--- config.mk ---
export PLATFORM = sky130hd
export DESIGN_NAME = cache_line_fill
export DESIGN_NICKNAME = d
export VERILOG_FILES = /design/src/rtl/cache_pkg.sv /design/src/rtl/fill_word_counter.sv /design/src/rtl/cache_line_fill.sv
export SDC_FILE = /design/constraint.sdc
export NUM_CORES = 1
export LEC_CHECK = 0
export BUFFER_PORTS_ARGS = -buffer_cell sky130_fd_sc_hd__buf_4
export CORE_MARGIN = 4
export CORE_UTILIZATION = 48
export DETAILED_ROUTE_END_ITERATION = 12
export PLACE_DENSITY = 0.81
export SYNTH_ARGS = -nofsm -noshare
export SYNTH_HDL_FRONTEND = slang
export SYNTH_SLANG_ARGS = --single-unit
--- constraint.sdc ---
create_clock -name clk -period 1.9 [get_ports clk]
set_clock_uncertainty 0.15 [all_clocks]
set_input_delay 0.19 -clock clk [delete_from_list [all_inputs] [get_ports clk]]
set_output_delay 0.19 -clock clk [all_outputs]
set_load 0.01 [all_outputs]
--- src/rtl/cache_pkg.sv ---
// Shared definitions for the cache line refill path.
// Contents: address/line geometry constants, the refill FSM state type, and
// helpers that split a line address (byte address without its offset)
// into tag and set index.
package cache_pkg;

    localparam int ADDR_W        = 32;
    localparam int TAG           = 20;
    localparam int INDEX         = 8;
    localparam int OFFSET        = 4;
    localparam int WORD_SIZE_BIT = 32;
    localparam int WORDS         = 4;
    localparam int DATA_BLOCK    = WORDS * WORD_SIZE_BIT;
    localparam int LINE_W        = ADDR_W - OFFSET;

    typedef enum logic [1:0] {
        IDLE  = 2'd0,
        FETCH = 2'd1,
        WRITE = 2'd2,
        DONE  = 2'd3
    } fill_state_t;

    // line address = {tag, index}
    function automatic logic [TAG-1:0] tag_of(input logic [LINE_W-1:0] line);
        return line[LINE_W-1 -: TAG];
    endfunction

    function automatic logic [INDEX-1:0] index_of(input logic [LINE_W-1:0] line);
        return line[INDEX-1:0];
    endfunction

endpackage

--- src/rtl/fill_word_counter.sv ---
// Beat counter for a line refill.
// Ports:
//   clk, reset  - clock, synchronous active-high reset
//   clr         - force count to 0 (new refill or return to idle)
//   inc         - advance to next word
//   cnt         - current word number 0..3
//   last        - high while cnt addresses the final word
module fill_word_counter (
    input  logic       clk,
    input  logic       reset,
    input  logic       clr,
    input  logic       inc,
    output logic [1:0] cnt,
    output logic       last
);

    always_ff @(posedge clk) begin
        if (reset || clr) begin
            cnt <= 2'd0;
        end else if (inc) begin
            cnt <= cnt + 2'd1;
        end
    end

    assign last = (cnt == 2'd3);

endmodule

--- src/rtl/cache_line_fill.sv ---
// Refill engine for the cache data/tag arrays.
// On an accepted miss it fetches the 4-word line starting at word 0,
// assembles it, writes data + tag into the selected set for one cycle,
// then pulses fill_done.
// Ports:
//   clk, reset            - clock, synchronous active-high reset
//   miss, miss_addr       - refill request and faulting byte address (sampled in IDLE)
//   busy                  - refill in progress (FETCH and WRITE)
//   mem_req, mem_addr     - memory word read request and word address
//   mem_ready, mem_rdata  - memory beat handshake and returned word
//   fill_we               - one-cycle array write strobe
//   fill_index, fill_tag  - set and tag written
//   fill_data             - assembled line, word k at bits [32k +: 32]
//   fill_done             - one-cycle completion pulse after fill_we
//
// state | meaning
// IDLE  | waiting for a miss
// FETCH | requesting words 0..3 from memory
// WRITE | fill_we asserted, line + tag written to arrays
// DONE  | fill_done pulse, new misses not accepted
module cache_line_fill
    import cache_pkg::*;
(
    input  logic                     clk,
    input  logic                     reset,
    input  logic                     miss,
    input  logic [ADDR_W-1:0]        miss_addr,
    output logic                     busy,
    output logic                     mem_req,
    output logic [ADDR_W-1:0]        mem_addr,
    input  logic                     mem_ready,
    input  logic [WORD_SIZE_BIT-1:0] mem_rdata,
    output logic                     fill_we,
    output logic [INDEX-1:0]         fill_index,
    output logic [TAG-1:0]           fill_tag,
    output logic [DATA_BLOCK-1:0]    fill_data,
    output logic                     fill_done
);

    fill_state_t       state_q, state_d;
    logic [LINE_W-1:0] line_addr;
    logic [1:0]        cnt;
    logic              last;
    logic              cnt_clr;
    logic              cnt_inc;
    logic              accept;
    logic              beat;

    // Fetch always starts at word 0, so the byte offset is never needed.
    logic unused_offset;
    assign unused_offset = ^miss_addr[OFFSET-1:0];

    fill_word_counter u_cnt (
        .clk   (clk),
        .reset (reset),
        .clr   (cnt_clr),
        .inc   (cnt_inc),
        .cnt   (cnt),
        .last  (last)
    );

    always_ff @(posedge clk) begin
        if (reset) begin
            state_q <= IDLE;
        end else begin
            state_q <= state_d;
        end
    end

    // Captured only on accept, so tag/index hold steady through WRITE.
    always_ff @(posedge clk) begin
        if (reset) begin
            line_addr <= '0;
        end else if (accept) begin
            line_addr <= miss_addr[ADDR_W-1:OFFSET];
        end
    end

    always_ff @(posedge clk) begin
        if (reset) begin
            fill_data <= '0;
        end else if (beat) begin
            for (int k = 0; k < WORDS; k++) begin
                if (cnt == 2'(k)) begin
                    fill_data[k*WORD_SIZE_BIT +: WORD_SIZE_BIT] <= mem_rdata;
                end
            end
        end
    end

    always_comb begin
        state_d   = state_q;
        busy      = 1'b0;
        mem_req   = 1'b0;
        fill_we   = 1'b0;
        fill_done = 1'b0;
        accept    = 1'b0;
        beat      = 1'b0;
        cnt_clr   = 1'b0;
        cnt_inc   = 1'b0;
        case (state_q)
            IDLE: begin
                if (miss) begin
                    accept  = 1'b1;
                    cnt_clr = 1'b1;
                    state_d = FETCH;
                end
            end
            FETCH: begin
                busy    = 1'b1;
                mem_req = 1'b1;
                if (mem_ready) begin
                    beat = 1'b1;
                    // Hold at 3 on the final beat; the wrap happens on return to IDLE.
                    cnt_inc = !last;
                    if (last) begin
                        state_d = WRITE;
                    end
                end
            end
            WRITE: begin
                busy    = 1'b1;
                fill_we = 1'b1;
                state_d = DONE;
            end
            DONE: begin
                fill_done = 1'b1;
                cnt_clr   = 1'b1;
                state_d   = IDLE;
            end
            default: begin
                state_d = IDLE;
            end
        endcase
    end

    assign mem_addr   = {line_addr, cnt, 2'b00};
    assign fill_tag   = tag_of(line_addr);
    assign fill_index = index_of(line_addr);

endmodule

After elaboration in Yosys (flattened, before gate mapping) --
Cells that the tools add are included.
Cells by class: add/subtract/negate cells 1, eq/ne operators 9, muxes and demuxes 15, reduce and logical (&&, ||, !) cells 10
Operator list (count):
- two-way mux 1 bit | 10
- equality test 2 bit (second input constant) | 4
- case mux 2 bit (4 select lines) | 1
- AND reduction 2 bit | 4
- two-way mux 2 bit | 3
- != test 2 bit (second input constant) | 3
- equality test 2 x 1 -> 1 bit (second input constant) | 2
- logical NOT 2 bit | 2
- AND reduction 3 bit | 1
- adder 2 x 1 -> 2 bit (second input constant) | 1
- case mux 1 bit (2 select lines) | 1
- OR reduction 2 bit | 1
- logical NOT 1 bit | 1
- logical OR 1 bit | 1
Storage, ports and cells: register bits 160, output and inout port bits 192, logic and storage cells 42

Logic depth before layout (Yosys ltp) --
depth in word-level cells 4, gate-level depth with buffers 8, mapped depth without buffers 5

Hierarchy --
Synthesis repeated with hierarchy kept, for this count alone.
Second synthesis, totals: cells, all modules 750, area, all modules 6092.1 µm²
By module, submodules not included:
- cache_line_fill | instances 1, cells each 743, area an instance 6000.8 µm², sequential area each 3163.0 µm²
- fill_word_counter | instances 1, cells each 7, area an instance 91.3 µm², sequential area each 40.0 µm²

Worst setup path before layout --
Ideal clock, no wire load.
path kind reg2reg, start reg state_q[1], end reg fill_data[11], data arrival time 1301 ps, data required time 1617 ps, setup slack 316 ps, cell stages (with the launch flop) 9, buffers on the path 3, clock period less this slack 1584 ps, cell sequence dfxtp_1 > inv_1 > ha_1 > buf_4 > and3_1 > buf_6 > buf_6 > nand2_1 > a21oi_2
On the way: word-level cells in the longest chain between the ends 3
RTL lines:
- from (decl) | RTL line cache_line_fill.sv:40 | fill_state_t state_q, state_d;
- from (signal assigned) | RTL line cache_line_fill.sv:66 | state_q <= state_d;
- equality test 2 x 1 -> 1 bit | RTL line cache_line_fill.sv:101 | case (state_q)
- two-way mux 1 bit | RTL line cache_line_fill.sv:101
- AND reduction 2 bit (no source line)
- to (signal, indexed assignment) | RTL line cache_line_fill.sv:85 | fill_data[k*WORD_SIZE_BIT +: WORD_SIZE_BIT] <= mem_rdata;
- to (decl) | RTL line cache_line_fill.sv:36 | output logic [DATA_BLOCK-1:0] fill_data,
Every way passes these cells. A chain may end at the register's enable or synchronous reset.

Worst setup path after layout --
start reg state_q[1], end reg fill_data[91]
The elaborated chain is that of the path after synthesis.

==> reports/metrics.csv <==
metric,value,unit
cp.depth,6,
yosysUniqueCellTypes,24,
setup_violations,0,
fmax,0.555,GHz
cts_tree,yes,
core_area,12800,um2
period_needed,1.80,ns
rsz0062_at_grt,no,
dr_total_vias,6176,
power,9.18,mW
post-cts-setup-buffers,0,
drt-total-wl,19700,um
hp-class,input pin to flop,
clkTransAtPathRegs,0.06,ns
grt_pass1_vias,6144,
drtAntennaViolNets,0,
synth-compound-area-share,17.8,%
yosysWarningCount,0,
cpMaxStageDelayCell,dfxtp_1,
rr_worst_depth,6,
grt_max_degree,52,
die-area,15200,um2
syn_inst,752,
synthTopCellsByCount,"312 x nand2_1, 160 x dfxtp_1, 81 x a21oi_2",
ys.flop_type,dfxtp_1,
grt-ovfl-total,0,
dpl_cell_area,8130,um2
firstDrtPassIters,5,
synthTopCellsByArea,"dfxtp_1 50%, nand2_1 18%, a21oi_2 11%, a21oi_1 6.0%, buf_4 3.9%",
viasPerCell,5.13,
port_buffers,253,
ys_async_sr_fraction,0,%
cts_resized,0,
ys_seq_area_share,50.3,%
irDropWorstVdd,0.00115,V
synthSimpleGateAreaFrac,19.9,%
synthMuxAreaShare,0.157,%
htreeDepth,4,
status,"complete, no violations",
final_cells,1204,
syn_avg_cell_area,8.47,um2
clock-sinks,160,
holdPathStages,4,
die_w,123,um
crit_type,flop to flop,
drtIter0Drc,479,
period_share,94.9,%
gp_congestion,0.782,
ioPinCount,260,
num_rows,41,
grt_pass1_wl,30600,um
synth_xor_area_share,0.138,%
hold_ws,0.0465,ns
maxCapViolCount,0,
yosysTopAreaCellShare,50.3,%
drv_slew,0,
ctsLongestPathBuffers,2,
synth_edf_count,0,
cp_slowest_stage_delay,0.34,ns
crit_chain,inv_1 -> ha_1 -> and3_1 -> buf_4 -> nand2_1 -> a21oi_1,
start_util,49.6,%
yosysMostFrequentCell,nand2_1,
final_nets,1099,
grt_use_total,25.9,%
ctsHoldBuffers,60,
start_kind,flop,
area_growth,45.9,%
crit_path_end_kind,flop,
dp.cells,1115,
p_leak,3.81,nW
cts-root-buf,clkbuf_16,
design_area,9290,um2
synthAdderAreaFrac,1.77,%
yosysTopAreaCell,dfxtp_1,
critPathBufInv,2,
dp_hpwl,12800,um
synth_area,6370,um2
die_h,123,um
hold_viol,0,
drive_gt1_share,36.9,%
crit_path_max_fanout,20,
antennaDiodeCount,0,
synth_top_family_by_area,simple AND/OR/NAND/NOR gates,
cts_buffers,17,
antenna_found_initial,0,
tns,0,ns
drt-wirelength-per-cell,16.4,um
cp_top_family,buffers and inverters,
worstPathRequired,2.08,ns
clk_latency,0.41,ns
critical_path_arrival,1.98,ns
p_per_area,988,nW/um2
synth_seq_cells,160,
drc_errors,0,
state kept, by name, indices dropped and copies added (netlist names):
| register | cells |
|---|---|
| u_cnt.cnt | 2 |
| fill_data | 128 |
| state_q | 2 |
| line_addr | 28 |
area by class of cell:
cell class | instances | area (um2)
Multi-Input combinational cell | 505 | 2540
Sequential cell | 160 | 3200
Timing Repair Buffer | 333 | 2750
Clock inverter | 6 | 83.8
Inverter | 5 | 18.8
Fill cell | 936 | 3530
Tap cell | 172 | 215
Clock buffer | 23 | 478
layer usage:
| layer | GRT usage (%) | part of all wire, % | vias to the layer above |
|---|---|---|---|
| met5 | 0 | 0 | - |
| met4 | 12.7 | 3.8 | 0 |
| met3 | 6.95 | 8.3 | 65 |
| met2 | 44.0 | 50 | 299 |
| met1 | 30.1 | 38 | 2891 |
| li1 | - | - | 2921 |
cell usage in the layout, fill, tap and decap left out, types with 2 or more instances in the layout:
| master | count |
|---|---|
| nor2_1 | 3 |
| clkbuf_16 | 17 |
| clkbuf_8 | 3 |
| clkbuf_1 | 3 |
| clkinv_2 | 3 |
| o21ai_0 | 2 |
| dlygate4sd3_1 | 60 |
| buf_4 | 264 |
| ha_1 | 9 |
| and3_1 | 4 |
| inv_1 | 5 |
| conb_1 | 2 |
| buf_12 | 8 |
| a21oi_2 | 81 |
| bufinv_16 | 2 |
| o41ai_1 | 2 |
| nor2b_1 | 3 |
| nand2_1 | 312 |
| dfxtp_1 | 160 |
| nand3_1 | 4 |
| a21oi_1 | 76 |
per-stage QoR:
step           worst slack, ns  util, %
4_1_cts                  0.148     72.4
2_1_floorplan            0.316        -
3_3_place_gp             0.240     63.4
6_report                0.0976     72.4
5_1_grt                0.00331     72.4
3_5_place_dp             0.176     63.4
worst reg2reg max path, cell delays in order (launching register included):
cell     delay, ns
dfxtp_1       0.34
inv_1         0.10
ha_1          0.34
and3_1        0.23
buf_4         0.27
nand2_1       0.13
a21oi_1       0.17
logic make-up after synthesis:
kind of cell | count (synthesis)
buffers and inverters | 88
flip-flops | 160
AO/OA/AOI/OAI | 163
adder cells (fa/ha/maj) | 9
multiplexers | 1
XOR/XNOR | 1
other | 1
AND/OR/NAND/NOR | 329
report_power, final:
part           internal, mW  switching, mW
clock network          2.01           1.25
logic                 0.983           1.16
registers              3.59          0.175
total                  6.59           2.59
path summary, 6_finish.rpt:
path         slack (ns)              to           start
max                 0.1   fill_data[91]      state_q[1]
min                0.05    u_cnt.cnt[0]            miss
max reg2reg         0.1   fill_data[91]      state_q[1]
min reg2reg        0.30  fill_data[127]  fill_data[127]
Note: power is estimated with default switching activity, not from simulation.
